$ cat config.mk
export PLATFORM = sky130hd
export DESIGN_NAME = proc_run_controller
export DESIGN_NICKNAME = d
export VERILOG_FILES = /design/src/rtl/proc_dbg_pkg.sv /design/src/rtl/proc_bp_match.sv /design/src/rtl/proc_run_controller.sv
export SDC_FILE = /design/constraint.sdc
export NUM_CORES = 1
export LEC_CHECK = 0
export ABC_AREA = 1
export CAP_MARGIN = 30
export CORE_UTILIZATION = 31
export CTS_BUF_LIST = sky130_fd_sc_hd__clkbuf_16
export DETAILED_ROUTE_END_ITERATION = 8
export RECOVER_POWER = 25
export SLEW_MARGIN = 10
export SYNTH_ARGS = -nofsm -noshare
export SYNTH_HDL_FRONTEND = slang
export SYNTH_SLANG_ARGS = --single-unit
$ cat constraint.sdc
create_clock -name Clock -period 2.6 [get_ports Clock]
set_clock_uncertainty 0.15 [all_clocks]
set_input_delay 0.39 -clock Clock [delete_from_list [all_inputs] [get_ports Clock]]
set_output_delay 0.39 -clock Clock [all_outputs]
set_load 0.05 [all_outputs]
$ cat src/rtl/proc_dbg_pkg.sv
// Shared encodings for the Processador run/debug sequencer: FSM states, run modes, halt causes.
package proc_dbg_pkg;

  localparam logic [2:0] ST_IDLE   = 3'd0;
  localparam logic [2:0] ST_RUN    = 3'd1;
  localparam logic [2:0] ST_HALTED = 3'd2;
  localparam logic [2:0] ST_FAULT  = 3'd3;

  localparam logic [1:0] MODE_FREE  = 2'd0;
  localparam logic [1:0] MODE_STEP  = 2'd1;
  localparam logic [1:0] MODE_COUNT = 2'd2;
  localparam logic [1:0] MODE_RSVD  = 2'd3;

  localparam logic [2:0] CAUSE_NONE     = 3'd0;
  localparam logic [2:0] CAUSE_BUDGET   = 3'd1;
  localparam logic [2:0] CAUSE_BREAK    = 3'd2;
  localparam logic [2:0] CAUSE_HALT_REQ = 3'd3;
  localparam logic [2:0] CAUSE_TIMEOUT  = 3'd4;

endpackage

$ cat src/rtl/proc_bp_match.sv
// PC breakpoint slots and comparator bank; reports whether any valid slot matches the PC and
// the lowest matching slot index.
module proc_bp_match
  import proc_dbg_pkg::*;
#(
  parameter int PC_W   = 16,
  parameter int NUM_BP = 4,
  localparam int IDX_W = (NUM_BP > 1) ? $clog2(NUM_BP) : 1
) (
  input  logic             Clock,
  input  logic             Resetn,
  input  logic             we,
  input  logic [IDX_W-1:0] idx,
  input  logic [PC_W-1:0]  addr,
  input  logic             en,
  input  logic [PC_W-1:0]  pc,
  output logic             hit,
  output logic [IDX_W-1:0] hit_idx
);

  logic [PC_W-1:0]   slot_addr [NUM_BP];
  logic [NUM_BP-1:0] slot_valid;

  // Address storage needs no reset: the valid bits gate every match.
  always_ff @(posedge Clock) begin
    if (!Resetn) begin
      slot_valid <= '0;
    end else if (we && (int'(idx) < NUM_BP)) begin
      slot_addr[idx]  <= addr;
      slot_valid[idx] <= en;
    end
  end

  // Scan from the top so the lowest matching slot is the one that sticks.
  always_comb begin
    hit     = 1'b0;
    hit_idx = '0;
    for (int i = NUM_BP - 1; i >= 0; i--) begin
      if (slot_valid[i] && (slot_addr[i] == pc)) begin
        hit     = 1'b1;
        hit_idx = IDX_W'(i);
      end
    end
  end

endmodule

$ cat src/rtl/proc_run_controller.sv
// Run/debug sequencer for the multicycle Processador core: gates Run/clock-enable, counts
// instructions and cycles, and stops the core at instruction boundaries.
//
//   state  | meaning
//   IDLE   | core stopped, counters cleared or preserved from reset
//   RUN    | core enabled, counting cycles, watching Done for stop conditions
//   HALTED | stopped at an instruction boundary, halt_cause tells why
//   FAULT  | watchdog expired mid-instruction, only clear or reset leave
module proc_run_controller
  import proc_dbg_pkg::*;
#(
  parameter int PC_W     = 16,
  parameter int NUM_BP   = 4,
  parameter int CNT_W    = 32,
  parameter int BUDGET_W = 16,
  parameter int TIMEOUT  = 64,
  localparam int IDX_W   = (NUM_BP > 1) ? $clog2(NUM_BP) : 1
) (
  input  logic                Clock,
  input  logic                Resetn,
  input  logic                start,
  input  logic [1:0]          mode,
  input  logic [BUDGET_W-1:0] n_instr,
  input  logic                halt,
  input  logic                clear,
  input  logic                bp_we,
  input  logic [IDX_W-1:0]    bp_idx,
  input  logic [PC_W-1:0]     bp_addr,
  input  logic                bp_en,
  input  logic                core_done,
  input  logic [PC_W-1:0]     core_pc,
  output logic                core_run,
  output logic                core_ce,
  output logic [2:0]          state,
  output logic [2:0]          halt_cause,
  output logic [IDX_W-1:0]    bp_hit_idx,
  output logic [CNT_W-1:0]    instr_count,
  output logic [CNT_W-1:0]    cycle_count,
  output logic [7:0]          last_cycles
);

  localparam logic [CNT_W-1:0] CNT_MAX = '1;
  localparam logic [7:0]       WD_LAST = 8'(TIMEOUT - 1);

  logic [BUDGET_W-1:0] budget;
  logic [BUDGET_W-1:0] budget_dec;
  logic                budget_en;
  logic                halt_pending;
  logic [7:0]          cur_cycles;
  logic                bp_hit;
  logic [IDX_W-1:0]    bp_hit_w;
  logic                stop_now;
  logic [2:0]          stop_cause;
  logic                do_clear;

  proc_bp_match #(
    .PC_W   (PC_W),
    .NUM_BP (NUM_BP)
  ) u_bp_match (
    .Clock   (Clock),
    .Resetn  (Resetn),
    .we      (bp_we),
    .idx     (bp_idx),
    .addr    (bp_addr),
    .en      (bp_en),
    .pc      (core_pc),
    .hit     (bp_hit),
    .hit_idx (bp_hit_w)
  );

  assign core_run   = (state == ST_RUN);
  assign core_ce    = core_run;
  assign budget_dec = budget_en ? (budget - BUDGET_W'(1)) : budget;
  assign do_clear   = clear && ((state == ST_HALTED) || (state == ST_FAULT));

  always_comb begin
    stop_now   = 1'b0;
    stop_cause = CAUSE_NONE;
    if (halt_pending || halt) begin
      stop_now   = 1'b1;
      stop_cause = CAUSE_HALT_REQ;
    end else if (budget_en && (budget_dec == '0)) begin
      stop_now   = 1'b1;
      stop_cause = CAUSE_BUDGET;
    end else if (bp_hit) begin
      stop_now   = 1'b1;
      stop_cause = CAUSE_BREAK;
    end
  end

  always_ff @(posedge Clock) begin
    if (!Resetn) begin
      state        <= ST_IDLE;
      halt_cause   <= CAUSE_NONE;
      bp_hit_idx   <= '0;
      instr_count  <= '0;
      cycle_count  <= '0;
      last_cycles  <= '0;
      cur_cycles   <= '0;
      budget       <= '0;
      budget_en    <= 1'b0;
      halt_pending <= 1'b0;
    end else if (do_clear) begin
      state        <= ST_IDLE;
      halt_cause   <= CAUSE_NONE;
      bp_hit_idx   <= '0;
      instr_count  <= '0;
      cycle_count  <= '0;
      last_cycles  <= '0;
      cur_cycles   <= '0;
      halt_pending <= 1'b0;
    end else begin
      case (state)
        ST_IDLE, ST_HALTED: begin
          if (start) begin
            halt_cause   <= CAUSE_NONE;
            bp_hit_idx   <= '0;
            halt_pending <= 1'b0;
            cur_cycles   <= '0;
            case (mode)
              MODE_STEP: begin
                budget    <= BUDGET_W'(1);
                budget_en <= 1'b1;
                state     <= ST_RUN;
              end
              MODE_COUNT: begin
                // An empty budget is already exhausted: report it without enabling the core.
                if (n_instr == '0) begin
                  budget_en  <= 1'b0;
                  halt_cause <= CAUSE_BUDGET;
                  state      <= ST_HALTED;
                end else begin
                  budget    <= n_instr;
                  budget_en <= 1'b1;
                  state     <= ST_RUN;
                end
              end
              default: begin
                budget_en <= 1'b0;
                state     <= ST_RUN;
              end
            endcase
          end
        end

        ST_RUN: begin
          if (cycle_count != CNT_MAX) cycle_count <= cycle_count + CNT_W'(1);
          if (core_done) begin
            if (instr_count != CNT_MAX) instr_count <= instr_count + CNT_W'(1);
            last_cycles <= cur_cycles + 8'd1;
            cur_cycles  <= '0;
            budget      <= budget_dec;
            if (stop_now) begin
              state        <= ST_HALTED;
              halt_cause   <= stop_cause;
              bp_hit_idx   <= (stop_cause == CAUSE_BREAK) ? bp_hit_w : '0;
              halt_pending <= 1'b0;
            end
          end else if (cur_cycles == WD_LAST) begin
            state      <= ST_FAULT;
            halt_cause <= CAUSE_TIMEOUT;
          end else begin
            cur_cycles <= cur_cycles + 8'd1;
            if (halt) halt_pending <= 1'b1;
          end
        end

        ST_FAULT: ;

        default: state <= ST_IDLE;
      endcase
    end
  end

endmodule

==> run_results.csv <==
group,metric,value,unit
status,outcome,"complete, no violations",
cells_and_area,final_cell_mix,"368 x nand2_1, 190 x nor2_1, 180 x inv_1",
synthesis,yosys.area.top_type,"dfxtp_1",
synthesis,yosys_register_bits,173,
synthesis,syn_nets,1430,
synthesis,synth.distinct_cells,51,
floorplan,fp.dieW,177.9,µm
floorplan,rows,64,
synthesis,syn_avg_cell_area,7.031,µm²
floorplan,dieHeight,177.9,µm
clock_network,root_buffer,"clkbuf_16",
synthesis,synth_top_flop_cell,"dfxtp_1",
clock_network,cts-buffers-inserted,17,
placement,portBuffers,140,
worst_setup_path,critical_path_class,"register to register",
worst_setup_path,arrival,2.47,ns
cells_and_area,synthToLayoutAreaGrowth,28.95,%
drt,routed_wl,29180,µm
sta,setup_viol,0,
floorplan,die_area,31640,µm²
job,cap_violations,0,
worst_setup_path,critical_path.slowest_cell,"dfxtp_1",
synthesis,syn_area,9590,µm²
clock_network,cts_buffer_depth,2,
cells_and_area,num_antenna_cells,0,
synthesis,synth_cells,1364,
drt,first_iter_violations,644,
sta,rsz0062_at_grt,"false",
clock_network,clkTransAtPathRegs,0.07,ns
power,power_density,536.9,nW/µm²
placement,gp_congestion,0.9566,
synthesis,synthArstFlopShare,0,%
sta,min_period,2.311,ns
global_routing,grt_max_degree,46,
synthesis,synth_area_leaders,"dfxtp_1 23%, edfxtp_1 20%, nand2_1 14%, nor2_1 7.5%, inv_1 6.9%",
worst_setup_path,max_stage_delay,0.35,ns
worst_setup_path,crit_fanout,6,
sta,relSlewSlack,58.29,%
floorplan,start_util,31.43,%
synthesis,synth_edf_count,64,
drt,ant_nets,0,
global_routing,grt_overflow_total,0,
synthesis,ys_warn_count,0,
worst_setup_path,crit_chain,"inv_1 -> ha_1 -> nand2_1 -> inv_1 -> nand2_2 -> nor2_4 -> nand2_1 -> nand2_1 -> nand2_1 -> nor2_1 -> nand2_1 -> nor2_1 -> nand2_2 -> nand2_4 -> o21bai_4 -> nor2_1 -> nor2_1",
synthesis,synthDominantCellAreaShare,22.75,%
min_path,hp-class,"register to register",
floorplan,core-area,30510,µm²
global_routing,grt_pass1_wl,46460,µm
cells_and_area,n_fill_cell,3127,
clock_network,cts_sinks,173,
drt,drtPass1Iterations,5,
floorplan,ioPinCount,142,
clock_network,ctsHoldBuffers,0,
global_routing,gr-usage-all-layers,18.90,%
drt,routedWlPerCell,14.87,µm
global_routing,grt_pass1_vias,8972,
drt,drc,0,
sta,worstMarginPinSlew,0.6257,ns
worst_setup_path,end_kind,"register",
power,vdd_drop_max,0.4143,mV
sta,hold_violations,0,
drt,vias,9350,
power,total_power,0.006640,W
global_routing,antenna_found_initial,0,
drt,viasPerCell,4.766,
cells_and_area,drive_gt1_share,7.407,%
clock_network,h-tree-depth,4,
sta,fmax,0.4327,GHz
placement,hpwl,22630,µm
sta,min_period_over_period,88.89,%
clock_network,clock_latency,0.43,ns
clock_network,cts_tree,"built",
worst_setup_path,cp.required,2.76,ns
sta,finalMaxSlewViolations,0,
synthesis,ys_seq_area_share,42.79,%
cells_and_area,fin_util,40.53,%
cells_and_area,num-nets-final,1620,
power,p_leak,4.875,nW
worst_setup_path,cp_common_cell,"nand2_1",
clock_network,cts_setup_buffers,0,
cells_and_area,final_common_cell,"nand2_1",
worst_setup_path,critPathLaunchType,"register",
-- through the flow --
step / cell area, µm² / setup TNS [ns] / hold WS [ns] / cells / worst slack (ns)
final: 12370 / 0 / 0.3166 / 1962 / 0.2890
after global routing: 12370 / 0 / 0.3381 / 1962 / 0.003636
after CTS: 12370 / 0 / 0.3171 / 1962 / 0.2102
after detailed placement: 11820 / -0.5912 / 0.3076 / 1931 / -0.1187
after global placement: 11820 / -0.7583 / 0.3033 / 1930 / -0.1065
after floorplan: 9590 / 0 / 0.2869 / 1364 / 0.1138
-- flip-flops by register name, summed over array words and instances (netlist names) --
| signal | cells |
|---|---|
| u_bp_match.slot_addr | 64 |
| cycle_count | 32 |
| instr_count | 32 |
| budget | 16 |
| cur_cycles | 8 |
| last_cycles | 8 |
| u_bp_match.slot_valid | 4 |
| halt_cause | 3 |
| bp_hit_idx | 2 |
| state | 2 |
| budget_en | 1 |
| halt_pending | 1 |
-- timing repair --
action,4_1_cts,5_1_grt
hold endpoints to repair,0,0
endpoints found under the setup margin,0,2
resized for setup,0,2
-- critical path: cells and delay by family (launching register included) --
kind	cells	cell delay, ns
AOI/OAI and AO/OA	1	0.09
adders and majority gates	1	0.19
buffers and inverters	2	0.21
DFF	1	0.35
and+or+nand+nor	13	1.21
-- Yosys cell counts (all sizes together), types with 2 or more instances --
library cell	n
edfxtp	64
xnor2	15
nand3	59
a22oi	7
dfxtp	109
nand4	36
or2	7
nor3b	9
clkbuf	13
buf	12
nor3	47
a21oi	83
nand2	377
o21a	5
a211oi	5
xor2	20
inv	181
a21boi	2
o21bai	5
a31oi	3
ha	6
o21ai	71
nor4	13
nor2	202
nand3b	3
-- area by class of cell --
class / count / area, µm² / share of cell area (%)
multi-input cells: 985 / 4695 / 37.96
well taps: 396 / 495.5 / 4.006
inverters: 181 / 681.9 / 5.514
clock buffers: 19 / 475.5 / 3.845
clock inverters: 12 / 68.82 / 0.5565
repair buffers: 196 / 1847 / 14.93
flip-flops and latches: 173 / 4104 / 33.18
-- cell families (layout without fill, tap and decap cells) --
kind of cell	after synthesis	count (layout)	synth area share [%]
other cells	1	1	0.03910
compound gates	188	188	10.89
buf+inv	206	408	8.389
flops	173	173	42.79
simple gates	755	755	33.91
fa+ha+maj	6	6	0.7828
xor+xnor	35	35	3.196
-- layer usage --
layer	track usage, %	wire (µm)	vias up
li1	-	-	4825
met1	24.51	13530	4274
met2	31.00	13390	226
met3	4.820	1794	25
met4	4.950	464	0
met5	0	0	-
-- path summary, 6_finish.rpt --
path	startpoint	endpoint	slack (ns)	depth (start not counted)
hold / removal	halt_pending$_SDFFE_PP0P_	halt_pending$_SDFFE_PP0P_	0.32	2
setup reg to reg	budget[0]$_SDFFE_PN0P_	state[1]$_SDFFE_PP0P_	0.29	17
hold reg to reg	halt_pending$_SDFFE_PP0P_	halt_pending$_SDFFE_PP0P_	0.32	2
setup / recovery	budget[0]$_SDFFE_PN0P_	state[1]$_SDFFE_PP0P_	0.29	17
-- power breakdown --
| part | internal (W) | switching, W | total [W] |
|---|---|---|---|
| logic | 0.000436 | 0.000796 | 0.00123 |
| registers | 0.00291 | 0.0000942 | 0.00301 |
| clock network | 0.00132 | 0.00108 | 0.00240 |
| total | 0.00467 | 0.00197 | 0.00664 |
Note: power is estimated with default switching activity, not from simulation.
